File: config.mk
export PLATFORM = sky130hd
export DESIGN_NAME = counter_seq_ctrl
export DESIGN_NICKNAME = d
export VERILOG_FILES = /design/src/rtl/counter_seq_ctrl_pkg.sv /design/src/rtl/counter_seq_ctrl_counter.sv /design/src/rtl/counter_seq_ctrl.sv
export SDC_FILE = /design/constraint.sdc
export NUM_CORES = 1
export LEC_CHECK = 0
export CORE_ASPECT_RATIO = 0.7
export CORE_UTILIZATION = 51
export DETAILED_ROUTE_END_ITERATION = 16
export PLACE_DENSITY = 0.84
export SYNTH_ARGS = -nofsm -noshare
export SYNTH_HDL_FRONTEND = slang
export SYNTH_SLANG_ARGS = --single-unit
File: constraint.sdc
create_clock -name clk -period 2.1 [get_ports clk]
set_input_delay 0.315 -clock clk [delete_from_list [all_inputs] [get_ports clk]]
set_output_delay 0.315 -clock clk [all_outputs]
set_load 0.01 [all_outputs]
File: src/rtl/counter_seq_ctrl_pkg.sv
// Shared types and default sizes for the counter sequencing controller.
package counter_seq_ctrl_pkg;

  typedef enum logic [1:0] {
    ST_IDLE  = 2'b00,
    ST_RUN   = 2'b01,
    ST_PAUSE = 2'b10,
    ST_DONE  = 2'b11
  } state_e;

  localparam int unsigned DEF_WIDTH  = 2;
  localparam int unsigned DEF_PCNT_W = 8;

endpackage

File: src/rtl/counter_seq_ctrl_counter.sv
// WIDTH-bit up/down counter datapath; load takes priority over enable.
module sync_updown_counter #(
  parameter int unsigned WIDTH = 2
) (
  input  logic             clk,
  input  logic             rst_n,
  input  logic             load,
  input  logic [WIDTH-1:0] load_val,
  input  logic             en,
  input  logic             up_dn,
  output logic [WIDTH-1:0] count
);

  logic [WIDTH-1:0] count_q, count_d;

  always_comb begin
    count_d = count_q;
    if (load) begin
      count_d = load_val;
    end else if (en) begin
      count_d = up_dn ? count_q + 1'b1 : count_q - 1'b1;
    end
  end

  always_ff @(posedge clk or negedge rst_n) begin
    if (!rst_n) begin
      count_q <= '0;
    end else begin
      count_q <= count_d;
    end
  end

  assign count = count_q;

endmodule

File: src/rtl/counter_seq_ctrl.sv
// Interval-timer sequencer: start/stop/hold control around the up/down counter,
// with terminal-count pulse, one-shot completion and saturating period count.
module counter_seq_ctrl
  import counter_seq_ctrl_pkg::*;
#(
  parameter int unsigned WIDTH  = DEF_WIDTH,
  parameter int unsigned PCNT_W = DEF_PCNT_W
) (
  input  logic              clk,
  input  logic              rst_n,
  input  logic              start,
  input  logic              stop,
  input  logic              hold,
  input  logic              up_dn,
  input  logic              periodic,
  input  logic [WIDTH-1:0]  limit,
  output logic [WIDTH-1:0]  count,
  output logic              busy,
  output logic              tc_pulse,
  output logic              done,
  output logic [PCNT_W-1:0] periods
);

  state_e              state_q, state_d;
  logic [WIDTH-1:0]    lim_q, lim_d;
  logic                up_q, up_d;
  logic                per_q, per_d;
  logic                tc_q, tc_d;
  logic                done_q, done_d;
  logic                busy_q, busy_d;
  logic [PCNT_W-1:0]   periods_q, periods_d;

  logic                cnt_load;
  logic                cnt_en;
  logic [WIDTH-1:0]    cnt_val;
  logic [WIDTH-1:0]    term;
  logic                at_term;

  sync_updown_counter #(
    .WIDTH(WIDTH)
  ) u_counter (
    .clk      (clk),
    .rst_n    (rst_n),
    .load     (cnt_load),
    .load_val (cnt_val),
    .en       (cnt_en),
    .up_dn    (up_q),
    .count    (count)
  );

  assign term    = up_q ? lim_q : '0;
  assign at_term = (count == term);

  always_comb begin
    state_d   = state_q;
    lim_d     = lim_q;
    up_d      = up_q;
    per_d     = per_q;
    tc_d      = 1'b0;
    periods_d = periods_q;
    cnt_load  = 1'b0;
    cnt_en    = 1'b0;
    cnt_val   = '0;

    if (stop) begin
      state_d   = ST_IDLE;
      periods_d = '0;
      cnt_load  = 1'b1;
    end else begin
      unique case (state_q)
        ST_IDLE, ST_DONE: begin
          if (start) begin
            lim_d     = limit;
            up_d      = up_dn;
            per_d     = periodic;
            periods_d = '0;
            cnt_load  = 1'b1;
            cnt_val   = up_dn ? '0 : limit;
            state_d   = ST_RUN;
          end
        end
        ST_RUN: begin
          // Terminal detection wins over hold so no terminal event is lost.
          if (at_term) begin
            tc_d = 1'b1;
            if (periods_q != '1) begin
              periods_d = periods_q + 1'b1;
            end
            if (per_q) begin
              cnt_load = 1'b1;
              cnt_val  = up_q ? '0 : lim_q;
            end else begin
              state_d = ST_DONE;
            end
          end else if (hold) begin
            state_d = ST_PAUSE;
          end else begin
            cnt_en = 1'b1;
          end
        end
        ST_PAUSE: begin
          if (!hold) begin
            state_d = ST_RUN;
          end
        end
        default: state_d = ST_IDLE;
      endcase
    end

    done_d = (state_d == ST_DONE);
    busy_d = (state_d == ST_RUN) || (state_d == ST_PAUSE);
  end

  always_ff @(posedge clk or negedge rst_n) begin
    if (!rst_n) begin
      state_q   <= ST_IDLE;
      lim_q     <= '0;
      up_q      <= 1'b0;
      per_q     <= 1'b0;
      tc_q      <= 1'b0;
      done_q    <= 1'b0;
      busy_q    <= 1'b0;
      periods_q <= '0;
    end else begin
      state_q   <= state_d;
      lim_q     <= lim_d;
      up_q      <= up_d;
      per_q     <= per_d;
      tc_q      <= tc_d;
      done_q    <= done_d;
      busy_q    <= busy_d;
      periods_q <= periods_d;
    end
  end

  assign tc_pulse = tc_q;
  assign done     = done_q;
  assign busy     = busy_q;
  assign periods  = periods_q;

endmodule

Word level (Yosys, flattened, before mapping). Index checks and enable logic that the tools add are counted.

Register bits after elaboration: 19. Output and inout port bits: 13. Word-level logic and storage cells: 66.

$add $sub $neg: 3. Equal/unequal tests: 11. Multiplexer cells: 35. Bitwise operators: 1. Reductions and logical operators: 7.

Operators by type and width (count): 2-bit 2-to-1 mux (16); 8-bit 2-to-1 mux (4); 8-bit case mux with 2 select lines (1); 1-bit 2-to-1 mux (11); 3-bit inequality test, second input constant (3); 8-bit by 1-bit adder with 8-bit output, second input constant (1); 2-bit == test, second input constant (4); 8-bit inequality test, second input constant (1); 2-bit case mux with 3 select lines (1); 2-bit by 1-bit == test with 1-bit output, second input constant (2); 2-bit case mux with 2 select lines (1); 4-bit AND reduction (1); 3-bit AND reduction (1); 3-bit nonzero test (1); 2-bit by 1-bit adder with 2-bit output, second input constant (1); 2-bit == test (1); 2-bit zero test (1); 1-bit case mux with 2 select lines (1); 2-bit nonzero test (1); 2-bit OR reduction (1); 2-bit by 1-bit subtractor with 2-bit output, second input constant (1); 1-bit logical OR (1); 1-bit NOT (1).

Longest topological paths before layout.
Word-level depth: 7. Mapped depth: 8.

Modules after synthesis. A second synthesis with hierarchy kept.

Cell total of the unflattened synthesis: 112. Area, all modules: 1139.8 µm².

By module, submodules not included: counter_seq_ctrl (instances 1, cells each 101, area an instance 1029.7 µm²); sync_updown_counter (instances 1, cells each 11, area an instance 110.1 µm²).

Least setup slack after synthesis. No wires, ideal clock.

Kind: reg-to-reg. From: register u_counter.count_q[0] (netlist: u_counter.count[0]). To: register busy_q (netlist: busy). Library setup time: 126 ps. Data arrival time: 1725 ps. Required time: 1974 ps. Setup slack: 249 ps. Stages on the path, launching flop included: 8. Buffers on the path: 1. Clock period less this slack: 1851 ps. Path through: dfrtp_1 > buf_6 > nand4b_1 > o22a_4 > nand2_1 > nand2_1 > a311oi_1 > ha_1.

Longest elaborated chain between the ends: 6. Elaborated cells between the ends (all ways): 7. Those cells by class: eq/ne: 3; mux: 3; reduce/logical: 1.

RTL lines: from (decl) (line counter_seq_ctrl_counter.sv:14) `logic [WIDTH-1:0] count_q, count_d;`; from (signal assigned) (line counter_seq_ctrl_counter.sv:29) `count_q <= count_d;`; 2-bit == test * (line counter_seq_ctrl.sv:52) `assign at_term = (count == term);`; 2-bit 2-to-1 mux * (line counter_seq_ctrl.sv:84) `if (at_term) begin`; 2-bit case mux with 3 select lines * (line counter_seq_ctrl.sv:70) `unique case (state_q)`; 2-bit 2-to-1 mux * (line counter_seq_ctrl.sv:65) `if (stop) begin`; named net state_d[0] (line counter_seq_ctrl.sv:24) `state_e state_q, state_d;`; 2-bit by 1-bit == test with 1-bit output / 2-bit == test (equally long branches) (line counter_seq_ctrl.sv:111) `busy_d = (state_d == ST_RUN) || (state_d == ST_PAUSE);`; 1-bit logical OR * (line counter_seq_ctrl.sv:111); named net busy_d (line counter_seq_ctrl.sv:30) `logic busy_q, busy_d;`; to (signal assigned) (line counter_seq_ctrl.sv:131) `busy_q <= busy_d;`; to (decl) (line counter_seq_ctrl.sv:30).

Mark *: on every way through the listed nets, which the timed path passes. The rest lies on a longest branch. A chain may end at the register's enable or synchronous reset.

Worst setup path after layout.
From: register state_q[1]. To: register busy_q (netlist: busy).

Longest elaborated chain between the ends: 6. Elaborated cells between the ends (all ways): 15. Those cells by class: eq/ne: 5; mux: 7; reduce/logical: 3.

RTL lines: from (decl) (line counter_seq_ctrl.sv:24); from (signal assigned) (line counter_seq_ctrl.sv:125) `state_q <= state_d;`; 2-bit == test / 2-bit zero test (equally long branches) (line counter_seq_ctrl.sv:70); 2-bit OR reduction (line counter_seq_ctrl.sv:70); 2-bit case mux with 3 select lines * (line counter_seq_ctrl.sv:70); 2-bit 2-to-1 mux * (line counter_seq_ctrl.sv:65); named net state_d[0] (line counter_seq_ctrl.sv:24); 2-bit by 1-bit == test with 1-bit output / 2-bit == test (equally long branches) (line counter_seq_ctrl.sv:111); 1-bit logical OR * (line counter_seq_ctrl.sv:111); named net busy_d (line counter_seq_ctrl.sv:30).

Marked as above.

==> metrics.txt <==
status finished clean; io pins 22; setup total negative slack 0 ps; Worst Tran Pin Value ~380 ps; DRC errors left 0; Syn Inst Count 128; worst ir drop on vdd between 0.6 and 0.7 mV; Longest Clk Path Bufs 2; CTS Buf Count 3; Ant. Diodes 0; WL/cell ~16 um; global route overflow 0; I/O Buffers 21; critical path fanouts, max 7; Synth Area per Inst 9.40 um^2; Final Hold Viols 0; number of DRC markers in iteration 0 between 50 and 60; post-synthesis sequential area ratio 0.395; hpwl dp 2150 um; Pins Over Slew Limit 0; Hold Crit Class in2async; Int Pwr about 940 uW; CTS hold repair buffers 0; post-route antenna net violation count 0; #FFs+latches synth 19; Final Util 0.685; largest net degree at the start of global routing 20; vias in the first global route roughly 1000; vias per cell 6.07; Root Driver clkbuf_4; filler cell count roughly 190; initial antenna violation count 0; aggregate global-route resource usage 0.257; power per cell area 1120 nW/um^2; fraction of registers with async set/reset 1.00; Combinational Power Share 0.545; final worst-path cycle share 0.929; Power, Total approximately 1.7 mW; clk_lat worst skew 310 ps; Max-cap violations 0; Layout area overhead 24.5%; via count around 1100; DIE AREA about 2600 um^2; final instance area 1500 um^2; Post-Place Cell Area around 1500 um^2; # H-tree levels 1; Core Box Area between 2000 and 2500 um^2; CTS Sinks 19; Worst Setup End Kind register; synthesized net count about 140; Max Clk Rate approximately 0.5 GHz; row count 14; sw frac 0.443; Startpoint Class register; Setup Skew between 2 and 3 ps; Resize count post-CTS 0; CP Data Required Time 2300 ps; storage element area ~480 um^2; layout cells sized above 1 0.136; Worst EP arrival between 2000 and 2500 ps; CTS tree done; Die Y 42.6 um; Final min period ~2000 ps; RSZ-0062 raised after global routing false; synthesized area between 1000 and 1500 um^2; Starting Density 0.550; CP Class reg2reg; GP Congestion 0.860; Static Leakage approximately 0.61 nW; Worst-path clk slew roughly 110 ps; NetSw about 750 uW; Seq pwr share 0.341; clock network fraction of total power 0.114; first-pass GRT wire length 4770 um; Setup Viol. Count Final 0; final std cells w/o fill 186; Layout Nets 169; Routed WL 2890 um; chip width 60.1 um; Syn. warnings 0; worst rel slew slack 0.744; Post-synth EDFFs 0; Initial DRT Pass Iterations 4; dpl cells about 180; area of the multi-input gates 678 um^2; Yosys cell types about 40; Setup Buffers After CTS 0; Most used DFF post-synth dfrtp_1
[placed cells by master (no fill, tap or decap), drive strengths merged, types with 3 or more instances in the layout]
cell type and count:
clkdlybuf4s50 21, nor2 7, and3 3, nand4 3, dfrtp 19, clkbuf 3, nor3 3, nand2 16
mux2 4, a31oi 3, nand3 10, a21oi 5, ha 5, buf 5, o211ai 3, nand4b 3
o21ai 9, inv 8
[power groups by stage]
stage,clock network [mW],logic (mW),registers (mW)
floorplan,0,0.623,0.568
global placement,0,0.842,0.570
detailed placement,0,0.879,0.577
CTS,0.200,0.884,0.570
global route,0.214,0.995,0.589
finish,0.191,0.917,0.574
[synthesized netlist by cell type, types with 2 or more instances]
master	count	area [um^2]
and3_1	3	18.8
mux2_2	4	45.0
nand2_1	15	56.3
nand4b_1	3	26.3
nand3_1	10	50.1
o211ai_1	3	22.5
inv_1	8	30.0
nand4_1	3	18.8
o31ai_1	2	15.0
dfrtp_1	19	475
buf_6	2	22.5
a21oi_1	4	20.0
o21ai_0	7	35.0
o21ai_1	2	10.0
nor2_1	7	26.3
nand2b_1	2	12.5
nor3_1	3	15.0
clkbuf_1	2	7.51
a31oi_1	3	18.8
ha_1	5	62.6
[flip-flops by register name, indices dropped and copies added (netlist names)]
signal	flops
up_q	1
busy	1
state_q	2
tc_pulse	1
periods	8
done	1
lim_q	2
per_q	1
u_counter.count	2
[logic make-up after synthesis]
group / count (synthesis) / share of synthesized area
XOR/XNOR: 2 / 0.0146
AND/OR/NAND/NOR: 51 / 0.216
adder cells (fa/ha/maj): 5 / 0.0520
multiplexers: 5 / 0.0457
flip-flops: 19 / 0.395
AO/OA/AOI/OAI: 34 / 0.227
buffers and inverters: 12 / 0.0499
[worst max-delay path: stages, from the launching register on]
cell,delay [ps]
dfrtp_1,440
inv_1,90
ha_1,270
inv_1,130
nor2_1,160
o21ai_0,140
a311oi_2,330
ha_1,280
[cell type report]
cell class / instances / area share
Tap cell: 32 / 0.0267
Clock inverter: 1 / 0.00334
Timing Repair Buffer: 26 / 0.165
Sequential cell: 19 / 0.317
Inverter: 8 / 0.0200
Multi-Input combinational cell: 97 / 0.452
Clock buffer: 3 / 0.0150
[metrics by stage]
| stage | hold WS, ps | setup slack [ps] |
|---|---|---|
| 2_1_floorplan | 19.4 | 249 |
| 3_3_place_gp | 524 | 151 |
| 3_5_place_dp | 543 | 85.2 |
| 4_1_cts | 333 | 114 |
| 5_1_grt | 341 | 31.6 |
| 6_report | 323 | 148 |
[path summary, 6_finish.rpt]
kind / startpoint / cells past startpoint / slack, ps / endpoint
worst max-delay path: state_q[1]$_DFF_PN0_ / 7 / 150 / busy$_DFF_PN0_
worst min-delay path: rst_n / 2 / 320 / u_counter.count[1]$_DFFE_PN0P_
worst max register to register: state_q[1]$_DFF_PN0_ / 7 / 150 / busy$_DFF_PN0_
worst min register to register: periods[0]$_DFFE_PN0P_ / 1 / 560 / periods[0]$_DFFE_PN0P_
max in group asynchronous: rst_n / 2 / 1570 / lim_q[0]$_DFFE_PN0P_
min in group clk: periods[0]$_DFFE_PN0P_ / 1 / 560 / periods[0]$_DFFE_PN0P_
[metal layers]
metal  GRT usage  vias up  wire (um)
li1            -      526          -
met4      0.0977        0         34
met3      0.0710        6        195
met1       0.354      541       1340
met2       0.382       56       1320
met5           0        -          0
No activity file was read; power rests on OpenSTA's default activity.
